File: config.mk
export PLATFORM = sky130hd
export DESIGN_NAME = conv_event_sender
export DESIGN_NICKNAME = d
export VERILOG_FILES = /design/src/rtl/conv_event_sender.sv
export SDC_FILE = /design/constraint.sdc
export NUM_CORES = 1
export LEC_CHECK = 0
export ABC_CLOCK_PERIOD_IN_PS = 4160
export CORE_MARGIN = 4
export CORE_UTILIZATION = 50
export CTS_BUF_LIST = sky130_fd_sc_hd__clkbuf_8
export CTS_CLUSTER_SIZE = 30
export DETAILED_ROUTE_END_ITERATION = 12
export PLACE_DENSITY = 0.67
export REMOVE_ABC_BUFFERS = 1
export SLEW_MARGIN = 15
export SYNTH_ARGS = -nofsm -noshare
export SYNTH_HDL_FRONTEND = slang
export SYNTH_SLANG_ARGS = --single-unit
File: constraint.sdc
create_clock -name clk -period 4.16 [get_ports clk]
set_input_delay 0.624 -clock clk [delete_from_list [all_inputs] [get_ports clk]]
set_output_delay 0.624 -clock clk [all_outputs]
set_load 0.005 [all_outputs]
File: src/rtl/conv_event_sender.sv
// conv_event_sender: buffers upstream spike events in a FIFO and presents them
// one at a time on the Convolution2d event_in/event_valid/event_ack handshake.
// Zero-spike and out-of-image events are filtered at the input.
// Optional: define CONV_EVENT_SENDER_TIMEOUT_EN to drop events whose ack does
// not arrive within ACK_TIMEOUT cycles (adds the drop_count output).
module conv_event_sender #(
  parameter int unsigned COORD_BITS  = 8,
  parameter int unsigned IN_CHANNELS = 8,
  parameter int unsigned IMG_WIDTH   = 32,
  parameter int unsigned IMG_HEIGHT  = 32,
  parameter int unsigned FIFO_DEPTH  = 16,
  parameter int unsigned ACK_TIMEOUT = 64
) (
  input  logic                                  clk,
  input  logic                                  rst_n,
  input  logic [COORD_BITS-1:0]                 in_x,
  input  logic [COORD_BITS-1:0]                 in_y,
  input  logic [IN_CHANNELS-1:0]                in_spikes,
  input  logic                                  in_valid,
  output logic                                  in_ready,
  output logic [2*COORD_BITS+IN_CHANNELS-1:0]   event_out,
  output logic                                  event_valid,
  input  logic                                  event_ack,
  output logic [$clog2(FIFO_DEPTH):0]           fifo_count,
  output logic                                  busy,
  output logic                                  coord_err,
  input  logic                                  clr_status
`ifdef CONV_EVENT_SENDER_TIMEOUT_EN
  ,output logic [15:0]                          drop_count
`endif
);

  localparam int unsigned AW    = $clog2(FIFO_DEPTH);
  localparam int unsigned EW    = 2*COORD_BITS + IN_CHANNELS;
  localparam logic [AW:0] DEPTH_C = (AW+1)'(FIFO_DEPTH);
  localparam logic [COORD_BITS:0] X_LIM = (COORD_BITS+1)'(IMG_WIDTH);
  localparam logic [COORD_BITS:0] Y_LIM = (COORD_BITS+1)'(IMG_HEIGHT);

  typedef enum logic [1:0] {IDLE, SEND, GAP} state_t;

  state_t         state;
  logic [EW-1:0]  mem [FIFO_DEPTH];
  logic [AW:0]    wr_ptr, rd_ptr;
  logic [AW:0]    cnt_nxt;
  logic           accept, out_of_range, push, pop, empty;

  assign fifo_count   = wr_ptr - rd_ptr;
  assign empty        = (fifo_count == '0);
  assign accept       = in_valid && in_ready;
  assign out_of_range = ({1'b0, in_x} >= X_LIM) || ({1'b0, in_y} >= Y_LIM);
  assign push         = accept && (in_spikes != '0) && !out_of_range;
  assign pop          = !empty && ((state == IDLE) || (state == GAP));
  assign busy         = (state != IDLE) || !empty;

  // Occupancy after this edge, used to register the full flag
  always_comb begin
    cnt_nxt = fifo_count;
    if (push) cnt_nxt = cnt_nxt + (AW+1)'(1);
    if (pop)  cnt_nxt = cnt_nxt - (AW+1)'(1);
  end

  // FIFO storage write port
  always_ff @(posedge clk) begin
    if (push) mem[wr_ptr[AW-1:0]] <= {in_x, in_y, in_spikes};
  end

  // FIFO pointers (extra MSB distinguishes full from empty)
  always_ff @(posedge clk or negedge rst_n) begin
    if (!rst_n) begin
      wr_ptr <= '0;
      rd_ptr <= '0;
    end else begin
      if (push) wr_ptr <= wr_ptr + (AW+1)'(1);
      if (pop)  rd_ptr <= rd_ptr + (AW+1)'(1);
    end
  end

  // Registered ready: !full of the state after this edge
  always_ff @(posedge clk or negedge rst_n) begin
    if (!rst_n) in_ready <= 1'b0;
    else        in_ready <= (cnt_nxt != DEPTH_C);
  end

  // Sticky coordinate error; a new error beats a simultaneous clear
  always_ff @(posedge clk or negedge rst_n) begin
    if (!rst_n)                         coord_err <= 1'b0;
    else if (accept && out_of_range)    coord_err <= 1'b1;
    else if (clr_status)                coord_err <= 1'b0;
  end

`ifdef CONV_EVENT_SENDER_TIMEOUT_EN
  localparam int unsigned TW = $clog2(ACK_TIMEOUT) + 1;
  localparam logic [TW-1:0] TMO_LAST = TW'(ACK_TIMEOUT - 1);
  logic [TW-1:0] tmo_cnt;
`endif

  // Handshake FSM: IDLE -> SEND (hold until ack) -> GAP (one low cycle)
  always_ff @(posedge clk or negedge rst_n) begin
    if (!rst_n) begin
      state       <= IDLE;
      event_out   <= '0;
      event_valid <= 1'b0;
`ifdef CONV_EVENT_SENDER_TIMEOUT_EN
      tmo_cnt     <= '0;
      drop_count  <= '0;
`endif
    end else begin
`ifdef CONV_EVENT_SENDER_TIMEOUT_EN
      if (clr_status) drop_count <= '0;
`endif
      case (state)
        IDLE, GAP: begin
          if (pop) begin
            event_out   <= mem[rd_ptr[AW-1:0]];
            event_valid <= 1'b1;
            state       <= SEND;
`ifdef CONV_EVENT_SENDER_TIMEOUT_EN
            tmo_cnt     <= '0;
`endif
          end else begin
            state <= IDLE;
          end
        end
        SEND: begin
          if (event_ack) begin
            event_valid <= 1'b0;
            state       <= GAP;
          end
`ifdef CONV_EVENT_SENDER_TIMEOUT_EN
          // Ack on the timeout edge wins over the drop
          else if (tmo_cnt == TMO_LAST) begin
            event_valid <= 1'b0;
            state       <= GAP;
            if (!clr_status && drop_count != '1) drop_count <= drop_count + 16'd1;
          end else begin
            tmo_cnt <= tmo_cnt + TW'(1);
          end
`endif
        end
        default: begin
          state       <= IDLE;
          event_valid <= 1'b0;
        end
      endcase
    end
  end

endmodule

==> impl_metrics.ini <==
[setup_path]
critPathKind = register to primary output
worstSetupStartpointType = register
worstPathArrival_ps = 3180
worstSetupStartpoint = wr_ptr[2]
cp_max_fo = 10
regToRegStartpoint = wr_ptr[0]
end_kind = primary output
required_ps = 3540

[clock_tree]
numCtsBuffers = 69
cts_setup_buffers = 0
clk_transition_reported_paths_ps = 60
clk_path_buf_depth = 3
clock_latency_ps = 590
cts.sinks = 423
clock-root-buffer = clkbuf_8
cts_resized = 0
cts.htree.levels = 3
cts_tree = done
holdBufCountCts = 0

[sta]
setup_viol = 0
hold_violations = 0
rsz0062_at_grt = no
relSlewSlack_pct = 39.3
period_minus_slack_ps = 3810
slew_violations = 0
setup_ws_ps = 351
worst_pin_slew_ps = 911
fin_hold_ws_ps = 109
fin_skew_ps = 24.8
final.period_utilization_pct = 91.6
clock.fmax_mhz = 263

[status]
status = complete, no violations

[die]
core_um2 = 32500
fp-row-count = 66
initial_core_util_pct = 50.6
die_h_um = 189
ioPinCount = 62
die_area_um2 = 35800
die_w_um = 189

[routing]
vias = 7874
drt_wl_total_mm = 34.9
drc = 0
drtIter0Drc = 670
routed_via_density = 5.76
ant_nets = 0
first_pass_iters = 5
wire_per_inst_um = 25.6

[layout]
mostFrequentLayoutCells = edfxtp_1, mux4_2, clkbuf_8
layout.nets = 909
diodes = 0
drive_above_1_share_pct = 33.7
area_delta_synth_final_pct = 16.8
final_common_cell = edfxtp_1

[grt]
antenna_found_initial = 0
grt.total_usage_pct = 20.0
grt_pass1_wl_mm = 53.5
grt_pass1_vias = 8496
grt_overflow = 0
grt_max_degree = 100

[placed_design]
dp_hpwl_mm = 20.8
io_buffers = 61
gp_congestion = 0.804
dp_slack_ps = 494

[synthesis]
postSynthCellCount = 717
synth_edf_count = 384
yosys_warnings = 0
synthFlopType = edfxtp_1
async_flop_share_pct = 9.22
ys_ff_latch = 423
ys_types = 41
avgSynthCellArea_um2 = 22.9
syn_area_um2 = 16400
ys_seq_area_share_pct = 76.1

[power]
peakVddDrop_mv = 0.559
finalPower_uw = 11900
powerDensity_nw_per_um2 = 619
p_leak_uw = 0.00636

[min_path]
min_path_type = primary input to async pin

[flow_run]
max_cap_violations = 0
[critical path, cell delays in order (launching register included)]
cell	delay [ps]
dfrtp_1	630
ha_1	380
a21oi_1	330
nand2_1	150
xnor2_1	500
nand4_1	150
clkdlybuf4s50_1	480
[report_power, final]
group	internal [µW]	leakage (µW)	switching [µW]
Combinational	1970	0.00171	1660
Sequential	4830	0.00391	136
Clock	1690	0.000745	1600
Total	8490	0.00636	3400
[layout make-up]
type | instances | area, µm²
clock buffers | 72 | 991
clock inverters | 55 | 284
fillers | 2281 | 13300
inverters | 15 | 56.3
multi-input cells | 246 | 3770
flip-flops and latches | 423 | 12500
well taps | 442 | 553
repair buffers | 113 | 1020
[cell families after synthesis]
kind of cell / Yosys count / share of synthesized area (%)
AND/OR/NAND/NOR: 57 / 1.71
XOR/XNOR: 11 / 0.586
buffers and inverters: 48 / 1.37
adder cells (fa/ha/maj): 12 / 0.959
multiplexers: 145 / 18.1
AO/OA/AOI/OAI: 21 / 1.13
flip-flops: 423 / 76.1
[layer usage]
layer  global-route usage [%]  wire length [µm]  vias up
met4                     6.18               761        0
li1                         -                 -     3324
met2                     33.6             17900      302
met5                        0                 0        -
met3                     3.47              2090       54
met1                     27.5             14100     4194
[path summary, 6_finish.rpt]
check                                     end  cells after the start  slack, ps
worst max register to register  event_out[19]                     11        980
max in group asynchronous        event_out[0]                      2       3280
worst min register to register      wr_ptr[4]                      1        500
worst min-delay path                rd_ptr[4]                      1        110
min in group clk                    wr_ptr[4]                      1        500
worst max-delay path                     busy                      6        350
[flip-flops by register name, indices dropped and copies added (netlist names)]
| register | cells |
|---|---|
| coord_err | 1 |
| rd_ptr | 5 |
| mem | 384 |
| in_ready | 1 |
| wr_ptr | 5 |
| event_out | 24 |
| state | 2 |
| event_valid | 1 |
[per-stage QoR]
step	area, µm²	setup TNS (ps)	cells	util, %
after floorplan	16300	-109320	684	-
after global placement	17900	0	1239	55.2
after detailed placement	17900	0	1239	55.2
after CTS	19200	0	1366	59.1
after global routing	19200	0	1366	59.1
final	19200	0	1366	59.1
[cells in the mapped netlist (all sizes together) (4+ instances only)]
cell | number | area share [%]
nor2 | 18 | 0.41
nand4 | 5 | 0.19
xnor2 | 9 | 0.48
dfrtp | 39 | 5.9
edfxtp | 384 | 70
a21oi | 4 | 0.12
inv | 15 | 0.34
buf | 20 | 0.73
clkbuf | 13 | 0.30
mux2 | 24 | 1.6
ha | 11 | 0.84
mux4 | 120 | 16
o21ai | 4 | 0.12
nand2 | 12 | 0.27
nor3 | 6 | 0.18
Power figures use the tool's default switching activity.
